--- src/rtl/decode_stage.sv ---
// Decode stage of the multi-cycle MIPS core: it latches the fetched word, reads two
// operands from the register file it owns, and generates main control. Results go into
// output registers and are announced to execute with a one-cycle stage3 pulse.
module decode_stage #(
  parameter int DATA_W   = 32,
  parameter int NUM_REGS = 32,
  parameter int PC_W     = 4
) (
  input  logic              clk,
  input  logic              reset,
  input  logic              stage2,
  input  logic [DATA_W-1:0] instr,
  input  logic [PC_W-1:0]   pc_in,
  input  logic              wb_en,
  input  logic [4:0]        wb_addr,
  input  logic [DATA_W-1:0] wb_data,
  output logic              stage3,
  output logic              busy,
  output logic              overrun,
  output logic              illegal,
  output logic [PC_W-1:0]   pc_out,
  output logic [DATA_W-1:0] rs_data,
  output logic [DATA_W-1:0] rt_data,
  output logic [DATA_W-1:0] imm_ext,
  output logic [25:0]       jtarget,
  output logic [4:0]        shamt,
  output logic [4:0]        dest,
  output logic [2:0]        alu_ctl,
  output logic [6:0]        ctl
);

  typedef enum logic [1:0] {IDLE, READ, ISSUE} state_t;

  // decoded control bundle: {illegal, alu_ctl, ctl}
  typedef struct packed {
    logic       ill;
    logic [2:0] alu;
    logic [6:0] ctl;
  } dec_t;

  state_t                          state, nxt;
  logic [DATA_W-1:0]               instr_q;
  logic [PC_W-1:0]                 pc_q;
  logic [NUM_REGS-1:0][DATA_W-1:0] rf;
  dec_t                            dec;
  logic [DATA_W-1:0]               rs_rd, rt_rd;

  logic [5:0] op, funct;
  logic [4:0] rs_a, rt_a, rd_a;

  assign op    = instr_q[31:26];
  assign rs_a  = instr_q[25:21];
  assign rt_a  = instr_q[20:16];
  assign rd_a  = instr_q[15:11];
  assign funct = instr_q[5:0];
  assign busy  = (state != IDLE);

  // register-file read: r0 and out-of-range read as zero, same-cycle write-back bypassed
  function automatic logic [DATA_W-1:0] rd_port(
    input logic [4:0]                      a,
    input logic                            we,
    input logic [4:0]                      wa,
    input logic [DATA_W-1:0]               wd,
    input logic [NUM_REGS-1:0][DATA_W-1:0] regs
  );
    if (a == 5'd0 || int'(a) >= NUM_REGS) return '0;
    else if (we && wa == a)               return wd;
    else                                  return regs[a];
  endfunction

  // operand reads for the latched word
  always_comb begin
    rs_rd = rd_port(rs_a, wb_en, wb_addr, wb_data, rf);
    rt_rd = rd_port(rt_a, wb_en, wb_addr, wb_data, rf);
  end

  // main control decode; ctl = {reg_write,mem_read,mem_write,alu_src,branch,branch_ne,jump}
  always_comb begin
    dec = '{ill: 1'b0, alu: 3'b000, ctl: 7'b0000000};
    case (op)
      6'b000000: begin
        dec.ctl = 7'b1000000;
        case (funct)
          6'b100000: dec.alu = 3'b010;
          6'b100010: dec.alu = 3'b110;
          6'b100100: dec.alu = 3'b000;
          6'b100101: dec.alu = 3'b001;
          6'b101010: dec.alu = 3'b111;
          6'b000000: dec.alu = 3'b011;
          default:   dec = '{ill: 1'b1, alu: 3'b000, ctl: 7'b0000000};
        endcase
      end
      6'b001000: dec = '{ill: 1'b0, alu: 3'b010, ctl: 7'b1001000};
      6'b100011: dec = '{ill: 1'b0, alu: 3'b010, ctl: 7'b1101000};
      6'b101011: dec = '{ill: 1'b0, alu: 3'b010, ctl: 7'b0011000};
      6'b000100: dec = '{ill: 1'b0, alu: 3'b110, ctl: 7'b0000100};
      6'b000101: dec = '{ill: 1'b0, alu: 3'b110, ctl: 7'b0000110};
      6'b000010: dec = '{ill: 1'b0, alu: 3'b000, ctl: 7'b0000001};
      default:   dec = '{ill: 1'b1, alu: 3'b000, ctl: 7'b0000000};
    endcase
  end

  // FSM next state
  always_comb begin
    nxt = state;
    case (state)
      IDLE:    if (stage2) nxt = READ;
      READ:    nxt = ISSUE;
      ISSUE:   nxt = IDLE;
      default: nxt = IDLE;
    endcase
  end

  // FSM state, word latch, sticky overrun and the registered stage3 pulse
  always_ff @(posedge clk or posedge reset) begin
    if (reset) begin
      state   <= IDLE;
      instr_q <= '0;
      pc_q    <= '0;
      overrun <= 1'b0;
      stage3  <= 1'b0;
    end else begin
      state  <= nxt;
      stage3 <= (state == ISSUE);
      if (stage2 && state != IDLE) overrun <= 1'b1;
      if (stage2 && state == IDLE) begin
        instr_q <= instr;
        pc_q    <= pc_in;
      end
    end
  end

  // register file write-back, any state; r0 never written
  always_ff @(posedge clk or posedge reset) begin
    if (reset) rf <= '0;
    else if (wb_en && wb_addr != 5'd0 && int'(wb_addr) < NUM_REGS) rf[wb_addr] <= wb_data;
  end

  // output registers load in READ and hold until the next decode
  always_ff @(posedge clk or posedge reset) begin
    if (reset) begin
      illegal <= 1'b0;
      pc_out  <= '0;
      rs_data <= '0;
      rt_data <= '0;
      imm_ext <= '0;
      jtarget <= '0;
      shamt   <= '0;
      dest    <= '0;
      alu_ctl <= '0;
      ctl     <= '0;
    end else if (state == READ) begin
      illegal <= dec.ill;
      pc_out  <= pc_q;
      rs_data <= rs_rd;
      rt_data <= rt_rd;
      imm_ext <= {{(DATA_W-16){instr_q[15]}}, instr_q[15:0]};
      jtarget <= instr_q[25:0];
      shamt   <= instr_q[10:6];
      dest    <= (op == 6'b000000) ? rd_a : rt_a;
      alu_ctl <= dec.alu;
      ctl     <= dec.ctl;
    end
  end

endmodule

--- config.mk ---
export PLATFORM = sky130hd
export DESIGN_NAME = decode_stage
export DESIGN_NICKNAME = d
export VERILOG_FILES = /design/src/rtl/decode_stage.sv
export SDC_FILE = /design/constraint.sdc
export NUM_CORES = 2
export LEC_CHECK = 0
export ABC_CLOCK_PERIOD_IN_PS = 42500
export BUFFER_PORTS_ARGS = -buffer_cell sky130_fd_sc_hd__buf_2
export CAP_MARGIN = 10
export CELL_PAD_IN_SITES_DETAIL_PLACEMENT = 0
export CELL_PAD_IN_SITES_GLOBAL_PLACEMENT = 1
export CORE_MARGIN = 2
export CORE_UTILIZATION = 48
export CTS_BUF_LIST = sky130_fd_sc_hd__clkbuf_16
export DETAILED_ROUTE_END_ITERATION = 8
export GPL_TIMING_DRIVEN = 0
export HOLD_SLACK_MARGIN = 0.02
export PLACE_DENSITY_LB_ADDON = 0.08
export SLEW_MARGIN = 20
export SYNTH_ARGS = -nofsm -noshare
export SYNTH_HDL_FRONTEND = slang
export SYNTH_SLANG_ARGS = --single-unit
--- constraint.sdc ---
create_clock -name clk -period 42.5 [get_ports clk]
set_input_delay 8.5 -clock clk [delete_from_list [all_inputs] [get_ports clk]]
set_output_delay 8.5 -clock clk [all_outputs]
set_load 0.1 [all_outputs]
# After elaboration in Yosys (flattened, before gate mapping)
# Cells that the tools add are included.
dict set report totals {
  inputBits 77
  out_inout_bits 150
  reg_bits 1195
}
dict set report classes {
  muxes 18
  n_eq_ne 16
  order_cmp 4
  reduce_logical 14
}
# cell n
set ops {}
lappend ops {{1024-bit bitwise mux} 1}
lappend ops {{32-bit binary-select mux with 5-bit select} 2}
lappend ops {{32-bit 2-to-1 mux} 7}
lappend ops {{32-bit demux with 5-bit select} 1}
lappend ops {{11-bit case mux with 7 select lines} 1}
lappend ops {{6-bit equality test, second input constant} 7}
lappend ops {{5-bit by 6-bit < comparator with 1-bit output, second input constant} 3}
lappend ops {{3-bit case mux with 5 select lines} 1}
lappend ops {{6-bit by 3-bit equality test with 1-bit output, second input constant} 2}
lappend ops {{6-bit logical NOT} 2}
lappend ops {{5-bit equality test} 2}
lappend ops {{5-bit logical NOT} 2}
lappend ops {{7-bit 2-to-1 mux} 1}
lappend ops {{6-bit by 2-bit equality test with 1-bit output, second input constant} 1}
lappend ops {{6-bit by 4-bit equality test with 1-bit output, second input constant} 1}
lappend ops {{1-bit logical AND} 6}
lappend ops {{6-bit OR reduction} 1}
lappend ops {{5-bit by 1-bit greater-or-equal comparator with 1-bit output, second input constant} 1}
lappend ops {{5-bit 2-to-1 mux} 1}
lappend ops {{5-bit nonzero test} 1}
lappend ops {{2-bit case mux with 2 select lines} 1}
lappend ops {{2-bit by 1-bit equality test with 1-bit output, second input constant} 1}
lappend ops {{2-bit equality test, second input constant} 1}
lappend ops {{2-bit logical NOT} 1}
lappend ops {{other kinds (4)} 4}

# Logic depth before layout (Yosys ltp)
dict set report logic_depth {
  word_depth 5
  depth_mapped 10
  ltp_nobuf 6
}

# Worst setup path after synthesis
# Ideal clock, no wire load.
dict set report synth_timing {
  path_type {input-to-reg}
  startpoint {in wb_en}
  endpoint {reg rf[408] in the netlist's numbering}
  path_stages 5
  setup_time_ns 0.125
  slack_ns 32.351
  t_arrival_ns 10.024
  n_path_buf 2
  cell_sequence {clkbuf_1 or3b_2 nor2_1 buf_2 mux2_2}
}
dict set report synth_via {
  elab_chain_cells 1
}
# item line_no
set synth_lines {}
lappend synth_lines {{start: declaration} 14} ;# input logic wb_en,
lappend synth_lines {{1-bit logical AND} 136} ;# else if (wb_en && wb_addr != 5'd0 && int'(wb_addr) < NUM_REGS) rf[wb_addr] <= wb_data;
lappend synth_lines {{end: declaration} 44} ;# logic [NUM_REGS-1:0][DATA_W-1:0] rf;
# Every way passes these cells.
# A chain may end at the register's enable or synchronous reset.

# Worst setup path after layout
dict set report layout_timing {
  startpoint {in wb_addr[2]}
  endpoint {reg rt_data[12]}
}
dict set report layout_via {
  elab_chain_cells 4
}
# item line_no
set layout_lines {}
lappend layout_lines {{start: declaration} 15} ;# input logic [4:0] wb_addr,
lappend layout_lines {{5-bit equality test} 67} ;# else if (we && wa == a) return wd;
lappend layout_lines {{1-bit logical AND} 67}
lappend layout_lines {{32-bit 2-to-1 mux} 67}
lappend layout_lines {{32-bit 2-to-1 mux} 66} ;# if (a == 5'd0 || int'(a) >= NUM_REGS) return '0;
lappend layout_lines {{end signal: assignment} 156} ;# rt_data <= rt_rd;
lappend layout_lines {{end: declaration} 23} ;# output logic [DATA_W-1:0] rt_data,
# Every way passes these cells.

==> metrics.csv <==
stage,metric,value,unit
logic_synthesis,"Async S/R FF share, synth",1.000,
power,P_sw,1.852,mW
global_route,GR Util All Layers,0.3636,
routing,wire per inst,36.89,um
clock_tree,clock buffer depth,3,
routing,initial DRC count,5115,
logic_synthesis,"Seq/Total Area, Yosys",0.4891,
floorplan,die height,357.8,um
place,PortBufs,221,
timing,Tcrit/Tclk final,0.2517,
logic_synthesis,number of distinct library cells after synthesis,50,
outcome,outcome,finished clean,
layout,synthesis-to-layout area growth,13.09,%
clock_tree,TritonCTS clock tree,built,
power,peak supply drop,60.60,uV
clock_tree,Num CTS Buffers,136,
critical_path,worst-path fanout max,10,
layout,share of cells above drive strength 1,0.4617,
power,Seq pwr share,0.342,
global_route,largest net degree at the start of global routing,98,
logic_synthesis,Main synth FF type,dfrtp_1,
floorplan,die area,0.1280,mm^2
power,Clock power frac,0.252,
critical_path,largest delay contributor family on the critical path,compound AO/OA/AOI/OAI gates,
logic_synthesis,post-synth top area cell,dfrtp_1,
floorplan,Initial Util,0.4846,
power,power after layout,4.494,mW
critical_path,"Worst Path Class, Setup",in2reg,
logic_synthesis,Gate Count Post-Synth,4121,
clock_tree,CTS Hold Buffers Added,0,
power,Logic pwr share,0.406,
logic_synthesis,yosys warns,0,
timing,Max Clock Skew,0.03669,ns
critical_path,CP max stage delay,0.89,ns
place,GP Congestion,0.9364,
global_route,first-pass GRT wire length,323300,um
critical_path,register-to-register setup slack,38.57,ns
layout,Nets,4578,
timing,Max transition margin,0.1624,
routing,final wirelength,230200,um
timing,fmax,93.48,MHz
logic_synthesis,Post-synth EDFFs,0,
logic_synthesis,"flops & latches, synth",1174,
critical_path,CP startpoint kind,input port,
timing,TNS Setup,0,ns
place,DP HPWL,159700,um
critical_path,CP max-delay cell,clkbuf_1,
logic_synthesis,Synth Cell Area,0.06007,mm^2
clock_tree,Post-CTS Repair Setup Buffers,0,
clock_tree,clock sinks,1174,
timing,final hold vios,0,
clock_tree,H-tree depth,4,
hold_path,worst hold path type,reg2reg,
critical_path,CP Cell Sequence,buf_2 > xnor2_1 > nand4_1 > o21ai_1 > clkbuf_1 > a211o_1 > a31oi_1 > a221o_1,
power,pwr dens,66.16,mW/mm^2
critical_path,CP Capture Type,flop,
flow_run,maxcap violations,0,
timing,fin. max-slew vios,0,
place,placed cell area,0.06373,mm^2
clock_tree,CTS root buf,clkbuf_16,
floorplan,DIE WIDTH,357.8,um
power,internal power,2.642,mW
timing,# setup viols final,0,
floorplan,CORE AREA,0.1240,mm^2
critical_path,required time of the worst setup path,43.18,ns
logic_synthesis,syn_nets,4198,
routing,Via density,6.707,
global_route,gr ovfl total,0,
routing,DRC,0,
layout,finished layout cell area,0.06794,mm^2
power,leakage,30.17,nW
logic_synthesis,"count leader, synth",dfrtp_1,
power,sw frac,0.4122,
layout,fill count,10430,
routing,vias,41870,
timing,Final min period,10.70,ns
clock_tree,post-cts resize count,0,
routing,post-route ant nets,0,
floorplan,row count,129,
clock_tree,Clock transition at path regs,0.06,ns
floorplan,Ports,227,
timing,unrepaired setup endpoints after global routing,false,
timing,worst slew pin tran,1.256,ns
clock_tree,clock latency on the worst-skew pair,0.80,ns
logic_synthesis,Yosys top cell area share,0.4891,
logic_synthesis,"Avg Cell Area, Syn",14.58,um^2
logic_synthesis,"top cells by area, synth","dfrtp_1, mux2_2, mux4_2, mux2i_1, a22oi_1",
critical_path,Crit path buffers/inverters,2,
critical_path,"Arr. time, crit path",11.37,ns
routing,first-pass detailed-route iteration total,6,
global_route,via count of the first global-routing pass,41610,
global_route,initial antenna violation count,6,
logic_synthesis,most instantiated cells after synthesis,"dfrtp_1, mux2_2, mux4_2",
==> state kept, by name, indices dropped and copies added, names as in the netlist <==
name / cells
illegal: 1
stage3: 1
alu_ctl: 3
rs_data: 32
pc_q: 4
ctl: 7
instr_q: 32
rt_data: 32
overrun: 1
imm_ext: 15
rf: 1024
jtarget: 11
pc_out: 4
dest: 5
state: 2
==> final cells by class <==
class	count	area [um^2]	share of cell area
Antenna cell	2	5.005	0.00007367
Buffer	489	2310	0.03400
Clock buffer	143	3578	0.05267
Clock inverter	97	601.8	0.008859
Inverter	5	26.28	0.0003868
Multi-Input combinational cell	2453	28440	0.4186
Sequential cell	1174	29380	0.4324
Tap cell	1637	2048	0.03015
Timing Repair Buffer	242	1551	0.02284
==> kinds of logic after synthesis <==
kind of cell,share of synthesized area
AND/OR/NAND/NOR,0.02077
AO/OA/AOI/OAI,0.06172
flip-flops,0.4891
buffers and inverters,0.03801
multiplexers,0.3891
XOR/XNOR,0.001312
==> stage by stage <==
stage	util	instances	setup WS, ns	hold WS [ns]
floorplan	-	4121	0.9306	0.4174
global placement	0.5101	5979	-13.46	0.4339
detailed placement	0.5142	5999	31.13	0.4426
CTS	0.5479	6239	31.91	0.4563
global route	0.5480	6240	31.85	0.4629
finish	0.5481	6242	31.80	0.4557
==> routing by layer <==
layer  track usage  up-vias  part of all wire
met5             0        -           0.00020
li1              -    16590                 -
met4        0.1412        6             0.042
met2        0.5386     2174              0.45
met3        0.1094      472              0.10
met1        0.5054    22630              0.41
==> worst reg2reg max path, stage by stage (launching register included) <==
cell	delay [ns]
dfrtp_1	0.33
clkbuf_1	0.34
buf_2	0.39
buf_2	0.56
buf_2	0.55
mux4_2	0.43
a22oi_1	0.60
a31oi_1	0.29
a221o_1	0.33
==> path summary, 6_finish.rpt <==
check / to / cells after the start / start
min in group asynchronous: jtarget[21] / 2 / reset
worst max-delay path: rt_data[12] / 8 / wb_addr[2]
worst min register to register: overrun / 1 / overrun
worst min-delay path: overrun / 1 / overrun
worst max register to register: rt_data[7] / 8 / instr_q[17]
max in group asynchronous: rs_data[17] / 6 / reset
==> power by group through the flow <==
stage          sequential, mW  clock (mW)  combinational (mW)
2_1_floorplan            1.80           0                1.00
3_3_place_gp             1.55           0                1.77
3_5_place_dp             1.55           0                1.79
4_1_cts                  1.53        1.14                1.80
5_1_grt                  1.56        1.19                1.88
6_report                 1.54        1.13                1.82
==> cell usage in the layout (no fill, tap or decap), drive strengths merged, types with 26 or more instances in the layout <==
cell	netlist	final
nor2	27	27
a31oi	26	26
o22ai	40	40
buf	232	472
clkinv	1	55
dfrtp	1174	1174
a221o	65	65
nand2	192	192
a21oi	39	39
mux2	1067	1067
a22oi	148	148
a211o	27	27
mux2i	145	145
inv	4	39
a221oi	34	34
o21ai	79	79
clkbuf	257	402
mux4	440	440
a22o	40	40
(Power assumes the default switching activity.)
